==> src/rtl/recip_nr_ctrl.sv <==
// rtl/recip_nr_ctrl.sv - Newton-Raphson reciprocal sequencer driving a seed LUT and a shared multiplier
module recip_nr_ctrl #(
    parameter int NEXP  = 5,
    parameter int NSIG  = 11,
    parameter int ITERS = 2
) (
    input  logic              clk,
    input  logic              rst_n,
    input  logic              start,
    input  logic [NSIG-2:0]   frac,
    input  logic              abort,
    output logic              busy,
    output logic              done,
    output logic [NSIG+1:0]   result,
    output logic [NSIG-2:0]   lut_addr,
    input  logic [NSIG+1:0]   lut_data,
    output logic              mul_req,
    output logic [NSIG+1:0]   mul_a,
    output logic [NSIG+1:0]   mul_b,
    input  logic              mul_ack,
    input  logic [2*NSIG+3:0] mul_p
);

    localparam int W = NSIG + 2;
    // Exponent width only keeps the parameter set aligned with the rest of the FP family.
    localparam int unused_nexp = NEXP;

    localparam logic [2:0] S_IDLE   = 3'd0;
    localparam logic [2:0] S_SEED   = 3'd1;
    localparam logic [2:0] S_MUL_DX = 3'd2;
    localparam logic [2:0] S_MUL_XE = 3'd3;
    localparam logic [2:0] S_DONE   = 3'd4;

    logic [2:0]      state;
    logic [NSIG-2:0] frac_r;
    logic [W-1:0]    x;
    logic [W-1:0]    e;
    logic [2:0]      cnt;

    logic [W-1:0]    d;
    logic [W:0]      t;
    logic [W:0]      two_minus_t;
    logic [W-1:0]    e_nx;
    logic [W-1:0]    x_nx;
    logic [3:0]      cnt_inc;
    logic            last_iter;
    logic            unused_bits;

    assign d = {1'b1, frac_r, 2'b00};

    // t is Q2.(W-1): bit W carries the 2.0 weight, so t >= 2.0 is just t[W].
    assign t           = mul_p[2*W-1:W-1];
    assign two_minus_t = {1'b1, {W{1'b0}}} - t;
    assign e_nx        = t[W] ? '0 : two_minus_t[W-1:0];
    assign x_nx        = mul_p[2*W-1] ? '1 : mul_p[2*W-2:W-1];
    assign unused_bits = ^mul_p[W-2:0];

    assign cnt_inc   = {1'b0, cnt} + 4'd1;
    assign last_iter = (cnt_inc >= 4'(ITERS));

    assign lut_addr = frac_r;
    assign busy     = (state == S_SEED) || (state == S_MUL_DX) || (state == S_MUL_XE);
    assign done     = (state == S_DONE);
    assign mul_req  = (state == S_MUL_DX) || (state == S_MUL_XE);

    always_comb begin
        mul_a = '0;
        mul_b = '0;
        if (state == S_MUL_DX) begin
            mul_a = d;
            mul_b = x;
        end else if (state == S_MUL_XE) begin
            mul_a = x;
            mul_b = e;
        end
    end

    // result is loaded on entry to DONE so it is already valid while done is high.
    always_ff @(posedge clk or negedge rst_n) begin
        if (!rst_n) begin
            state  <= S_IDLE;
            frac_r <= '0;
            x      <= '0;
            e      <= '0;
            cnt    <= '0;
            result <= '0;
        end else begin
            case (state)
                S_IDLE: begin
                    if (start && !abort) begin
                        frac_r <= frac;
                        state  <= S_SEED;
                    end
                end
                S_SEED: begin
                    if (abort) begin
                        state <= S_IDLE;
                    end else begin
                        x   <= lut_data;
                        cnt <= '0;
                        if (ITERS > 0) begin
                            state <= S_MUL_DX;
                        end else begin
                            result <= lut_data;
                            state  <= S_DONE;
                        end
                    end
                end
                S_MUL_DX: begin
                    if (abort) begin
                        state <= S_IDLE;
                    end else if (mul_ack) begin
                        e     <= e_nx;
                        state <= S_MUL_XE;
                    end
                end
                S_MUL_XE: begin
                    if (abort) begin
                        state <= S_IDLE;
                    end else if (mul_ack) begin
                        x   <= x_nx;
                        cnt <= cnt_inc[2:0];
                        if (last_iter) begin
                            result <= x_nx;
                            state  <= S_DONE;
                        end else begin
                            state <= S_MUL_DX;
                        end
                    end
                end
                S_DONE: begin
                    state <= S_IDLE;
                end
                default: begin
                    state <= S_IDLE;
                end
            endcase
        end
    end

endmodule

==> config.mk <==
export PLATFORM = sky130hd
export DESIGN_NAME = recip_nr_ctrl
export DESIGN_NICKNAME = d
export VERILOG_FILES = /design/src/rtl/recip_nr_ctrl.sv
export SDC_FILE = /design/constraint.sdc
export NUM_CORES = 1
export LEC_CHECK = 0
export ABC_AREA = 1
export BUFFER_PORTS_ARGS = -buffer_cell sky130_fd_sc_hd__clkbuf_2
export CAP_MARGIN = 40
export CORE_ASPECT_RATIO = 0.5
export CORE_MARGIN = 2
export CORE_UTILIZATION = 40
export CTS_BUF_LIST = sky130_fd_sc_hd__clkbuf_2 sky130_fd_sc_hd__clkbuf_4 sky130_fd_sc_hd__clkbuf_8
export DETAILED_ROUTE_END_ITERATION = 16
export PLACE_DENSITY = 0.76
export SYNTH_ARGS = -nofsm -noshare
export SYNTH_HDL_FRONTEND = slang
export SYNTH_SLANG_ARGS = --single-unit
==> constraint.sdc <==
create_clock -name clk -period 1.9 [get_ports clk]
set_input_delay 0.095 -clock clk [delete_from_list [all_inputs] [get_ports clk]]
set_output_delay 0.095 -clock clk [all_outputs]
set_load 0.005 [all_outputs]
==> flow_summary.yaml, run 1 <==
outcome:
  status: "finished, final reports clean"
power:
  p_leak_uw: 0.002020
  vdd_drop_max_mv: 0.4748
  powerDensity_nw_per_um2: 1239
clocking:
  h-tree-depth: 2
  clockRootBuffer: "clkbuf_8"
  cts_tree: "done"
  cts_buffers: 5
  clk_pin_slew_ns: 0.11
  cts_buffer_depth: 2
  cts_num_sinks: 55
  clk_latency_ns: 0.31
finish:
  final_area_um2: 3685
  final_common_cell: "nand2_1"
  layout_common_cells: "nand2_1 (130), clkbuf_2 (93), dfrtp_1 (54), inv_1 (46)"
  layout.cells.non_filler: 590
  register_area_um2: 1378
  n_fill_cell: 700
  final_layout_size_suffix_gt1_share_pct: 25.71
  multiInputGateArea_um2: 1290
  nets: 550
  area_growth_pct: 25.27
  diodes: 0
  fin_util_pct: 51.09
timing:
  relSlewSlack_pct: 52.79
  slew_violations: 0
  finalSetupTns_ns: 0
  final-hold-violation-count: 0
  tightest_slew_ns: 0.7082
  hold_slack_ns: 0.004144
  setup_viol: 0
  max_clock_freq_mhz: 558.1
  period_needed_ns: 1.792
  fin_worst_skew_ns: 0.01447
  rsz0062_at_grt: "false"
  timing.final.crit_share_pct: 94.30
setup_path:
  cp_data_arrival_time_ns: 1.70
  critical_path.cell_chain: "nand2_2, nor2_4, buf_4, nand2_1, o21ai_0, clkbuf_2"
  cp_slowest_cell: "dfrtp_1"
  cp-start-kind: "register"
  cp_top_family: "flip-flops"
  criticalPathCategory: "reg -> out"
  max_stage_delay_ns: 0.49
  worstReg2RegStart: "cnt[0]"
  critPathCaptureType: "output port"
  worstSetupStartpoint: "state[1]"
  crit_buf_inv: 2
  worstPathMaxFanout: 10
  cp.required_ns: 1.80
logic_synthesis:
  synth_top_family_by_area: "simple AND/OR/NAND/NOR gates"
  synth-main-ff-cell: "dfrtp_1"
  synth_compound_area_share_pct: 13.02
  yosys.area_share.simple_pct: 28.33
  syn_area_um2: 2942
  syn_area_per_cell_um2: 7.428
  synth_edf_count: 0
  syn_nets: 453
  yosysWarnings: 0
  synthDistinctLibCells: 26
  synthAdderAreaFrac_pct: 1.276
  synthCells: 396
  synth_xor_area_share_pct: 0.8932
  yosysSeqAreaShare_pct: 46.79
  async_flop_share_pct: 100.0
  ys_ff_latch: 55
  synth_mux_area_share_pct: 0.3403
floorplan:
  io-pin-count: 106
  die_w_um: 125.3
  dieArea_um2: 8098
  start_util_pct: 40.79
  die_h_um: 64.64
  num_rows: 22
  core_area_um2: 7212
routing:
  drc: 0
  dr.pass1.iters: 4
  ant_nets: 0
  routed_wl_um: 7718
  wl_per_cell_um: 13.08
  vias: 2894
  drt_iter0_markers: 224
  avgViaCountPerCell: 4.905
place:
  dpl_cell_area_um2: 3530
  dp.final_hpwl_um: 5915
  dp_cells: 578
  io_buffer_count: 93
  gp_congestion: 0.8631
global_route:
  antenna_found_initial: 0
  overflow: 0
  grt_max_degree: 56
  grt_pass1_wl_um: 12770
  track_usage_pct: 19.44
  grt_pass1_vias: 2687
flow_run:
  drv_cap: 0
hold_path:
  hp-class: "in -> reg"
  min_from: "frac[6]"
-- routing by layer --
layer	global-route usage (%)	part of all wire, %	vias to the layer above
met1	27.32	49	1349
met5	0	0	-
met4	4.028	0.79	0
met2	31.18	45	71
met3	4.377	5.5	8
li1	-	-	1466
-- report_power, final --
| group | switching, uW | total [uW] | internal, uW | leakage (uW) |
|---|---|---|---|---|
| sequential | 284 | 1920 | 1640 | 0.000706 |
| clock | 423 | 831 | 408 | 0.0000607 |
| combinational | 1060 | 1810 | 758 | 0.00125 |
| total | 1760 | 4560 | 2800 | 0.00202 |
-- what timing repair did --
action | CTS | global route
gates cloned | 0 | 0
buffers inserted | 2 | 0
hold endpoints to repair | 56 | 0
endpoints found under the setup margin | 9 | 6
resized for setup | 0 | 2
hold buffers | 2 | 0
pin swaps | 1 | 0
-- synthesized netlist by cell type (all sizes together), types with 3 or more instances --
| library cell | count | share of area [%] |
|---|---|---|
| dfrtp | 55 | 47 |
| o22ai | 27 | 5.7 |
| inv | 50 | 6.4 |
| a21oi | 5 | 0.98 |
| clkbuf | 3 | 0.38 |
| nand2 | 133 | 17 |
| o21ai | 37 | 6.3 |
| nor2 | 33 | 4.7 |
| xor2 | 3 | 0.89 |
| ha | 3 | 1.3 |
| nand3 | 27 | 5.2 |
| buf | 12 | 2.4 |
-- state kept, by name (all words and copies together) (netlist names) --
name	cells
e	13
result	13
x	13
lut_addr	10
cnt	3
state	3
-- per-stage QoR --
step                      power, uW  setup slack [ns]
after floorplan                2959            0.4831
after global placement         3681            0.3200
after detailed placement       3737            0.3187
after CTS                      4589           0.07695
after global routing           4927           0.03022
final                          4564            0.1083
-- worst min-delay path, cell delays in order --
cell,delay (ns)
clkbuf_2,0.08
nand3_1,0.07
nand2_1,0.05
-- cells by family after synthesis --
family / Yosys count
XOR/XNOR: 3
multiplexers: 1
buffers and inverters: 66
flip-flops: 55
AND/OR/NAND/NOR: 199
AO/OA/AOI/OAI: 69
adder cells (fa/ha/maj): 3
-- area by class of cell --
| class | count | area share [%] |
|---|---|---|
| clock inverter | 3 | 1.358 |
| tap | 96 | 3.260 |
| timing repair buffer | 105 | 15.89 |
| clock buffer | 5 | 1.868 |
| inverter | 51 | 5.229 |
| sequential | 55 | 37.39 |
| multi-input combinational | 275 | 35.01 |
-- worst paths after layout --
kind	to	slack, ns	depth (start not counted)
worst max-delay path	mul_a[3]	0.11	6
worst min-delay path	lut_addr[6]	0.004	3
worst max register to register	result[5]	0.32	8
worst min register to register	result[2]	0.49	2
max in group asynchronous	state[0]	0.93	3
min in group asynchronous	result[5]	0.43	3
(Power assumes the default switching activity.)
==> run 2, diff against run 1 <==
Clock period 1.9 ns to 1.8 ns, I/O delays scaled along.
==> run 2 against run 1 <==
The run now ends with negative hold slack left; critical path depth unchanged; register-to-register slack lost 0.05 ns; sequential power grew 6%; total power is 1.9% higher; critical endpoint is now mul_b[4]; global-route usage barely moved; sequential cell count unchanged.
==> flow_summary.yaml, run 2 (synthesis results as in run 1) <==
hold_path:
  hp-class: "in -> reg"
clocking:
  cts_buffers: 5
  cts_buffer_depth: 2
  cts_tree: "done"
  h-tree-depth: 2
  clk_pin_slew_ns: 0.10
  cts_num_sinks: 55
  clk_latency_ns: 0.31
  clockRootBuffer: "clkbuf_8"
setup_path:
  rrSetupSlack_ns: 0.27
  criticalPathCategory: "reg -> out"
  r2r_end: "result[2]"
  critPathCaptureType: "output port"
  cp_data_arrival_time_ns: 1.62
  cp.required_ns: 1.71
  cp_slowest_cell: "dfrtp_1"
  cp.depth: 6
  cp-start-kind: "register"
  critical_path.cell_chain: "inv_2, nand2_2, nor2_4, inv_2, o22ai_1, clkbuf_2"
  max_stage_delay_ns: 0.38
  reg2reg_depth: 8
  cp_common_cell: "inv_2"
  worstPathMaxFanout: 13
  crit_path_end: "mul_b[4]"
  cp_top_family: "buffers and inverters"
  worstReg2RegStart: "cnt[0]"
  crit_buf_inv: 3
  worstSetupStartpoint: "state[2]"
finish:
  fin_util_pct: 50.80
  area_growth_pct: 24.54
  final_layout_size_suffix_gt1_share_pct: 26.11
  layout_common_cells: "nand2_1 (130), clkbuf_2 (93), dfrtp_1 (53), inv_1 (46), nor2_1 (31)"
  diodes: 0
  nets: 550
  final_area_um2: 3664
  final_common_cell: "nand2_1"
  top_regs: "e x13, result x13, x x13"
power:
  powerDensity_nw_per_um2: 1270
  vdd_drop_max_mv: 0.3955
  total_power_uw: 4652
  p_leak_uw: 0.002003
global_route:
  grt_max_degree: 56
  antenna_found_initial: 0
  grt_pass1_vias: 2721
  grt_pass1_wl_um: 12710
  overflow: 0
  track_usage_pct: 19.45
floorplan:
  start_util_pct: 40.79
  core_area_um2: 7212
  dieArea_um2: 8098
  num_rows: 22
  die_h_um: 64.64
  die_w_um: 125.3
  io-pin-count: 106
routing:
  drc: 0
  avgViaCountPerCell: 4.946
  dr.pass1.iters: 5
  wl_met2_um: 3419
  dr_wl_met3_um: 449
  wl_met1_um: 3763
  ant_nets: 0
  routed_wl_um: 7761
  wl_per_cell_um: 13.15
  vias: 2918
  drt_iter0_markers: 215
  highest_layer: "met4"
timing:
  rsz0062_at_grt: "true"
  timing.final.crit_share_pct: 95.17
  setup_viol: 0
  max_clock_freq_mhz: 583.8
  tightest_slew_ns: 0.4575
  slew_violations: 0
  fin_worst_skew_ns: 0.006847
  relSlewSlack_pct: 69.39
  period_needed_ns: 1.713
  final-hold-violation-count: 1
  hold_slack_ns: -0.0009356
outcome:
  status: "finished, violations left"
  violations: "negative hold slack"
flow_run:
  drv_cap: 0
place:
  dp.final_hpwl_um: 5905
  gp_congestion: 0.8363
  io_buffer_count: 93
  dpl_cell_area_um2: 3530
## run 2: worst min-delay path by stage
stage / slack [ns] / cells after the start / startpoint / to
final: -0.0009 / 3 / frac[7] / lut_addr[7]
after global routing: 0.002 / 3 / frac[2] / lut_addr[2]
after CTS: 0.001 / 3 / frac[7] / lut_addr[7]
after detailed placement: 0.11 / 2 / rst_n / result[2]
after global placement: 0.11 / 2 / rst_n / result[2]
after floorplan: -0.21 / 0 / rst_n / cnt[0]
## run 2: where the power goes
group          switching (uW)  total (uW)  leakage, uW  internal, uW
Combinational            1120        1930      0.00125           809
Sequential                299        2030     0.000704          1730
Clock                     403         691    0.0000446           288
## run 2: timing repair
action,in CTS,in global routing
gates resized for setup,1,7
hold buffers,1,1
buffers inserted,0,2
pin swaps,0,1
endpoints found under the hold margin,55,1
cloned,0,0
setup endpoints to repair,1,22
## run 2: metal layers
metal / vias to the layer above / GRT usage (%)
met5: - / 0
met4: 0 / 5.139
met3: 14 / 4.955
met2: 85 / 30.84
met1: 1353 / 26.82
li1: 1466 / -
## run 2: worst reg2reg max path, cell delays in order, from the launching register on
cell     delay (ns)
dfrtp_1        0.44
ha_1           0.33
inv_1          0.06
nor2_1         0.03
nand3_1        0.14
nand3_4        0.09
inv_2          0.21
nand2_1        0.10
nand2_1        0.07
## run 2: cell type report
cell class | count | area [um2]
inverter | 51 | 192.7
timing repair buffer | 105 | 589.3
fill | 714 | 3548
multi-input combinational | 275 | 1294
sequential | 55 | 1379
clock buffer | 6 | 76.32
clock inverter | 2 | 12.51
tap | 96 | 120.1
## run 2: per-stage QoR
stage | setup TNS [ns] | instances | worst slack, ns
after floorplan | 0 | 396 | 0.3831
after global placement | 0 | 578 | 0.3027
after detailed placement | 0 | 578 | 0.2921
after CTS | 0 | 587 | 0.02930
after global routing | -0.007368 | 590 | -0.007368
final | 0 | 590 | 0.08702
